$ cat src/rtl/ff_calc.sv
// ff_calc: token-stream expression evaluator with two-level precedence.
// Operands and operators arrive one at a time through a valid strobe.
// Each accepted token is acknowledged by a one-cycle calc_ready pulse.
// The '=' token publishes the running result and halts the block until reset.
module ff_calc (
  input  logic        clock,
  input  logic        reset,
  input  logic        token_valid,
  input  logic [31:0] token_data,
  output logic        calc_ready,
  output logic        is_equal,
  output logic [31:0] calc_answer,
  output logic        calc_error
);

  typedef enum logic [2:0] {
    S_IDLE,
    S_TERM,
    S_DIV,
    S_SUM,
    S_ACK,
    S_HALT
  } state_t;

  typedef enum logic [1:0] {
    T_NONE,
    T_MUL,
    T_DIV
  } term_t;

  localparam logic [3:0] OP_ADD = 4'hA;
  localparam logic [3:0] OP_SUB = 4'hB;
  localparam logic [3:0] OP_MUL = 4'hC;
  localparam logic [3:0] OP_DIV = 4'hD;
  localparam logic [3:0] OP_EQ  = 4'hE;

  state_t      state;
  term_t       term_op;
  logic [31:0] cur;
  logic [31:0] term_acc;
  logic [31:0] sum_acc;
  logic        sum_sub;      // 0 = ADD, 1 = SUB
  logic        expect_num;
  logic [3:0]  opc;          // latched operator code
  logic        tok_err;      // current token is erroneous: no arithmetic
  logic        eq_tok;       // current token is a valid '='

  // Restoring divider state (works on magnitudes)
  logic [31:0] div_rem;
  logic [31:0] div_quo;
  logic [31:0] div_dvs;
  logic        div_neg;
  logic [5:0]  div_cnt;

  logic [31:0] prod_lo;
  logic [31:0] sum_next;
  logic [31:0] term_abs;
  logic [31:0] cur_abs;
  logic [31:0] div_shift;
  logic [32:0] div_trial;
  logic        op_code_ok;

  // Low half of the product is the same for signed and unsigned operands
  assign prod_lo    = term_acc * cur;
  assign sum_next   = sum_sub ? (sum_acc - cur) : (sum_acc + cur);
  assign term_abs   = term_acc[31] ? (32'd0 - term_acc) : term_acc;
  assign cur_abs    = cur[31] ? (32'd0 - cur) : cur;
  // Remainder stays below the divisor (<= 2^31), so the shifted value fits 32 bits
  assign div_shift  = {div_rem[30:0], div_quo[31]};
  assign div_trial  = {1'b0, div_shift} - {1'b0, div_dvs};
  assign op_code_ok = (token_data[3:0] >= OP_ADD) && (token_data[3:0] <= OP_EQ);

  // Main controller: token sampling, arithmetic sequencing and registered outputs
  always_ff @(posedge clock or negedge reset) begin
    if (!reset) begin
      state       <= S_IDLE;
      term_op     <= T_NONE;
      cur         <= 32'd0;
      term_acc    <= 32'd0;
      sum_acc     <= 32'd0;
      sum_sub     <= 1'b0;
      expect_num  <= 1'b1;
      opc         <= 4'd0;
      tok_err     <= 1'b0;
      eq_tok      <= 1'b0;
      div_rem     <= 32'd0;
      div_quo     <= 32'd0;
      div_dvs     <= 32'd0;
      div_neg     <= 1'b0;
      div_cnt     <= 6'd0;
      calc_ready  <= 1'b0;
      is_equal    <= 1'b0;
      calc_answer <= 32'd0;
      calc_error  <= 1'b0;
    end else begin
      calc_ready <= 1'b0;
      case (state)
        S_IDLE: begin
          if (token_valid) begin
            if (!token_data[31]) begin
              cur        <= token_data;
              expect_num <= 1'b0;
              tok_err    <= 1'b0;
              eq_tok     <= 1'b0;
              state      <= S_ACK;
              calc_ready <= 1'b1;
            end else if (expect_num || !op_code_ok) begin
              // Erroneous operator still takes the normal 3-cycle path,
              // but TERM/SUM leave every arithmetic register untouched
              opc        <= token_data[3:0];
              calc_error <= 1'b1;
              tok_err    <= 1'b1;
              eq_tok     <= 1'b0;
              state      <= S_TERM;
            end else begin
              opc        <= token_data[3:0];
              expect_num <= 1'b1;
              tok_err    <= 1'b0;
              eq_tok     <= (token_data[3:0] == OP_EQ);
              if (term_op == T_DIV) begin
                div_rem <= 32'd0;
                div_quo <= term_abs;
                div_dvs <= cur_abs;
                div_neg <= term_acc[31] ^ cur[31];
                div_cnt <= 6'd0;
                state   <= S_DIV;
              end else begin
                state <= S_TERM;
              end
            end
          end
        end

        S_TERM: begin
          if (!tok_err && (term_op == T_MUL)) begin
            cur <= prod_lo;
          end
          state <= S_SUM;
        end

        S_DIV: begin
          if (div_cnt != 6'd32) begin
            if (!div_trial[32]) begin
              div_rem <= div_trial[31:0];
              div_quo <= {div_quo[30:0], 1'b1};
            end else begin
              div_rem <= div_shift;
              div_quo <= {div_quo[30:0], 1'b0};
            end
            div_cnt <= div_cnt + 6'd1;
          end else begin
            // Sign fix; 0x80000000 / -1 wraps naturally to 0x80000000
            if (div_dvs == 32'd0) begin
              cur        <= 32'd0;
              calc_error <= 1'b1;
            end else begin
              cur <= div_neg ? (32'd0 - div_quo) : div_quo;
            end
            state <= S_SUM;
          end
        end

        S_SUM: begin
          if (!tok_err) begin
            case (opc)
              OP_MUL: begin
                term_acc <= cur;
                term_op  <= T_MUL;
              end
              OP_DIV: begin
                term_acc <= cur;
                term_op  <= T_DIV;
              end
              default: begin
                sum_acc <= sum_next;
                term_op <= T_NONE;
                sum_sub <= (opc == OP_SUB);
                if (opc == OP_EQ) begin
                  calc_answer <= sum_next;
                end
              end
            endcase
          end
          if (eq_tok) begin
            is_equal <= 1'b1;
          end
          calc_ready <= 1'b1;
          state      <= S_ACK;
        end

        S_ACK: begin
          state <= eq_tok ? S_HALT : S_IDLE;
        end

        S_HALT: begin
          state <= S_HALT;
        end

        default: begin
          state <= S_IDLE;
        end
      endcase
    end
  end

endmodule

$ cat config.mk
export PLATFORM = sky130hd
export DESIGN_NAME = ff_calc
export DESIGN_NICKNAME = d
export VERILOG_FILES = /design/src/rtl/ff_calc.sv
export SDC_FILE = /design/constraint.sdc
export NUM_CORES = 2
export LEC_CHECK = 0
export CAP_MARGIN = 20
export CORE_ASPECT_RATIO = 0.75
export CORE_UTILIZATION = 40
export DETAILED_ROUTE_END_ITERATION = 10
export SETUP_SLACK_MARGIN = 0.5
export SYNTH_ARGS = -nofsm -noshare
export SYNTH_HDL_FRONTEND = slang
export SYNTH_SLANG_ARGS = --single-unit
$ cat constraint.sdc
create_clock -name clock -period 7 [get_ports clock]
set_clock_uncertainty 0.15 [all_clocks]
set_input_delay 1.4 -clock clock [delete_from_list [all_inputs] [get_ports clock]]
set_output_delay 1.4 -clock clock [all_outputs]
set_load 0.03 [all_outputs]
== Word level (Yosys, flattened, before mapping) ==
Cells that the tools add are included.

* $add $sub $neg: 7
* Multiply operators: 1
* Div/mod/pow operators: 0
* Magnitude comparators: 2
* Equal/unequal tests: 24
* Shift operators: 0
* Muxes and demuxes: 53
* Bitwise logic cells: 4
* Reduce and logical (&&, ||, !) cells: 23

{| class="wikitable"
|+ Operator list
! kind !! number
|-
| $mux 32 || 14
|-
| $mux 31 || 6
|-
| $pmux 32 s3 || 1
|-
| $sub 1x32->32 const A || 3
|-
| $pmux 32 s2 || 1
|-
| $pmux 31 s2 || 1
|-
| $sub 32x32->33 || 1
|-
| $add 32x32->32 || 1
|-
| $logic_not 32->1 || 1
|-
| $mul 32x32->32 || 1
|-
| $sub 32x32->32 || 1
|-
| $mux 6 || 5
|-
| $ne 2x2->1 const B || 11
|-
| $eq 4x4->1 const B || 5
|-
| $pmux 3 s6 || 1
|-
| $mux 1 || 14
|-
| $mux 3 || 4
|-
| $pmux 6 s2 || 1
|-
| $reduce_and 3->1 || 4
|-
| $reduce_and 6->1 || 2
|-
| $reduce_and 5->1 || 2
|-
| $reduce_and 2->1 || 4
|-
| $add 6x1->6 const B || 1
|-
| $eq 3x2->1 const B || 2
|-
| other kinds (20) || 27
|}

* Flip-flop bits (word level): 246
* Latch bits: 0
* Memory bits (writable): 0
* Bits in read-only memories: 0
* Input bits: 35
* Logic and storage cells: 133
* Memories kept: 0

== Logic depth before layout (Yosys ltp) ==
* Depth after elaboration: 8
* Mapped depth: 27

== Worst setup path before layout ==
OpenSTA, ideal clock, no wires.

* Path type: register to register
* From: register cur[6]
* To: register cur[27]
* Library setup time: 0.129 ns
* Arrival: 6.749 ns
* Required time: 6.721 ns
* Setup slack: -0.029 ns
* Cell stages (with the launch flop): 25
* Cells stage by stage: dfrtp_1 > clkbuf_1 > clkbuf_1 > and2_1 > fa_1 > fa_1 > fa_1 > inv_1 > fa_1 > inv_1 > fa_1 > inv_1 > fa_1 > inv_1 > fa_1 > fa_1 > ha_1 > nand4_1 > or3_1 > a21oi_1 > nor4_1 > o31ai_1 > xor2_1 > a221oi_1 > o21ai_1

* Word-level cells in the longest chain between the ends: 3

{| class="wikitable"
|+ Ends and longest elaborated chain
! item !! line !! text
|-
| start, declared || 39 || <nowiki>logic [31:0] cur;</nowiki>
|-
| start signal, assigned || 101 || <nowiki>cur <= token_data;</nowiki>
|-
| start signal, assigned || 136 || <nowiki>cur <= prod_lo;</nowiki>
|-
| start signal, assigned || 157 || <nowiki>cur <= div_neg ? (32'd0 - div_quo) : div_quo;</nowiki>
|-
| $mul 32x32->32 || 64 || <nowiki>assign prod_lo = term_acc * cur;</nowiki>
|-
| $mux 32 || 135 || <nowiki>if (!tok_err && (term_op == T_MUL)) begin</nowiki>
|-
| $pmux 32 s3 || 97 || <nowiki>case (state)</nowiki>
|}

No other way between the ends. The select of a mux whose other input is x is not followed.
A chain may end at the register's enable or synchronous reset.

== Final worst setup path ==
* From: register cur[2]
* To: register cur[30]

The elaborated chain is that of the path after synthesis.

==> run metrics <==
Post-synth ARST share 100.0%; hold_buf cts 0; total grt overflow 0; Seq. cell area approximately 0.0062 mm²; Max Buffers Root-to-Sink 3; Crit path required time 7330 ps; Routed wire per std cell 20.78 µm; Final Setup Violations 8; detailed placement HPWL between 70000 and 80000 µm; Core ar. about 0.077 mm²; Hold WC Path Type register to register; # fillers 7339; outcome complete, but fails checks; Max FO, Critical Path 6; fin crit period 7032 ps; IO buf count 69; synth top area cells fa_1 (26%), dfrtp_1 (20%), ha_1 (7.6%); Total GRT Usage about a quarter; Synth Net Count between 4000 and 5000; Layout area overhead 16.60%; Mapped Cells 3446; DP Area ~0.035 mm²; actual slew at the worst max-slew pin roughly 1200 ps; Avg Cell Area, Syn 9.115 µm²; Worst-Skew Late Latency 590 ps; cell taking the most area after synthesis fa_1; DRC errors left 0; vias in the first global route around 25000; # nets final roughly 4200; CP Class register to register; setup TNS -146.5 ps; YS warnings 0; design area approximately 0.037 mm²; multi-input logic area 0.02336 mm²; Reg clk slew, reported paths roughly 70 ps; Crit path arrival time 7360 ps; clock sinks between 200 and 250; Post-synth EDFFs 0; Hold Vio Cnt, Final 0; Chip Height between 200 and 250 µm; synthesis-stage register bit count roughly 250; Setup WS post-layout -31.83 ps; diode count 0; I/O pins 70; highest-delay cell along the critical path fa_1; kind of end point of the critical path register; Final Slew Violations 0; Peak Freq 142.2 MHz; # Max-Cap Violations 0; Pre-Repair DR Iteration Count 6; Synth cell types 79; Final GP Congestion 0.9521; unrepaired setup endpoints after global routing yes; Worst Setup Start Kind register; CTS Buf Count 30; Via-to-Cell Ratio approximately 5.4; number of nets with antenna violations after routing 0; CP max stage delay ~600 ps; number of DRC markers in iteration 0 2192; antenna violations before repair 1; H-Tree Level Count 1; drt total wl 96920 µm; Syn Std Cell Area between 0.03 and 0.04 mm²; Initial Utilization about 41%; Slew HR 21.01%; Seq/Total Area, Yosys between 10% and 20%; die area ~0.080 mm²; Synth top area share 26.13%; largest net degree at the start of global routing 150; failing checks negative setup slack; fin crit share 100.5%; Vias 25035; Clock Tree Root clkbuf_16; Post-synth top flop dfrtp_1; chip width approximately 330 µm; Fin Hold WS between 300 and 400 ps; # rows 88; share of layout cells above drive strength 1 15.44%; CTS tree built; first-pass GRT wire length 153600 µm
[layout make-up]
cell class                      count  share of cell area, %
Multi-Input combinational cell   2540                  63.78
Sequential cell                   246                  16.87
Timing Repair Buffer              339                  8.308
Inverter                          447                  4.581
Tap cell                         1035                  3.536
Clock buffer                       34                  2.203
Clock inverter                     22                 0.7208
[cells by family (layout without fill, tap and decap cells)]
family          Yosys count  in the layout  share of synthesized area [%]
buf+inv                 660            842                          8.090
simple gates           1023           1023                          16.26
flops                   246            246                          19.60
mux                     103            103                          3.629
fa+ha+maj               602            602                          33.78
xor+xnor                255            255                          7.110
compound gates          557            557                          11.53
[flip-flops by register name (all words and copies together) (netlist names)]
name,flops
term_op,2
tok_err,1
state,3
sum_sub,1
term_acc,32
calc_ready,1
div_cnt,6
calc_error,1
is_equal,1
cur,32
div_rem,31
opc,4
expect_num,1
eq_tok,1
sum_acc,32
div_neg,1
div_dvs,32
calc_answer,32
div_quo,32
[layer usage]
| metal | part of all wire [%] | up-vias | GRT usage [%] |
|---|---|---|---|
| met4 | 1.9 | 0 | 4.336 |
| met1 | 47 | 12589 | 37.35 |
| met5 | 0 | - | 0 |
| met2 | 43 | 874 | 37.33 |
| met3 | 8.0 | 111 | 4.170 |
| li1 | - | 11461 | - |
[cell usage in the layout (no fill, tap or decap), types with 15 or more instances in the layout]
cell type,count
inv_1,435
nand2_1,408
fa_1,400
and2_1,302
buf_4,233
dfrtp_1,228
ha_1,172
xnor2_1,152
o21ai_0,152
nor2_1,110
xor2_1,101
mux2_2,83
a21oi_1,81
clkdlybuf4s50_1,68
nor3_1,38
o21ai_1,36
a21o_1,34
nand3_1,32
o31ai_1,32
clkbuf_16,31
a22oi_1,30
ha_4,20
buf_12,18
dfrtp_2,17
o21bai_1,16
mux2i_1,16
buf_6,16
or3_1,15
o21a_1,15
[cell usage after synthesis (6+ instances only)]
library cell / count
a222oi_1: 14
o21ai_1: 32
a22oi_1: 30
nor2b_1: 14
a221oi_1: 16
xnor2_1: 154
nand4_1: 12
o21ai_0: 164
or4_1: 13
o21a_1: 15
nor4_1: 12
clkbuf_1: 200
and3_1: 11
o41ai_1: 11
a31oi_1: 15
xor2_1: 101
mux2i_1: 16
o21bai_1: 16
inv_1: 447
or2_2: 6
a211oi_1: 12
dfrtp_1: 245
nand2b_1: 14
nand2_1: 410
a21o_1: 35
clkbuf_8: 6
nor3_1: 38
fa_1: 410
o311ai_0: 8
ha_1: 192
o31ai_1: 34
nand3_1: 33
or3_1: 15
o211ai_1: 6
nor2_1: 113
a21oi_1: 93
and2_1: 311
mux2_2: 83
[path summary, 6_finish.rpt]
path,cells past startpoint,endpoint,from,slack (ps)
setup reg to reg,29,cur[30],cur[2],-30
hold reg to reg,2,is_equal,is_equal,320
min in group asynchronous,1,calc_answer[7],reset,670
setup / recovery,29,cur[30],cur[2],-30
hold / removal,2,is_equal,is_equal,320
max in group asynchronous,2,cur[11],reset,4440
[critical path: cells and delay by family (launching register included)]
| family | cells | cell delay [ps] |
|---|---|---|
| adders and majority gates | 9 | 3730 |
| and+or+nand+nor | 2 | 240 |
| AOI/OAI and AO/OA | 8 | 1370 |
| DFF | 1 | 430 |
| buffers and inverters | 10 | 1000 |
[through the flow]
step,worst slack [ps],utilization (%),cells
global placement,-246.9,44.80,4571
CTS,9.844,46.86,4657
detailed placement,-309.5,44.81,4572
floorplan,209.1,-,3446
global route,-253.7,47.38,4663
finish,-31.83,47.38,4663
[repair_timing]
item                       in CTS  in global routing
pin swaps                      54                 44
setup endpoints to repair      18                 21
gates resized for setup        72                 78
gates cloned                    0                  0
setup buffers                  29                  4
Power is not shown: default switching activity piles up to over one toggle a cycle in this logic, so the estimate is an artifact.
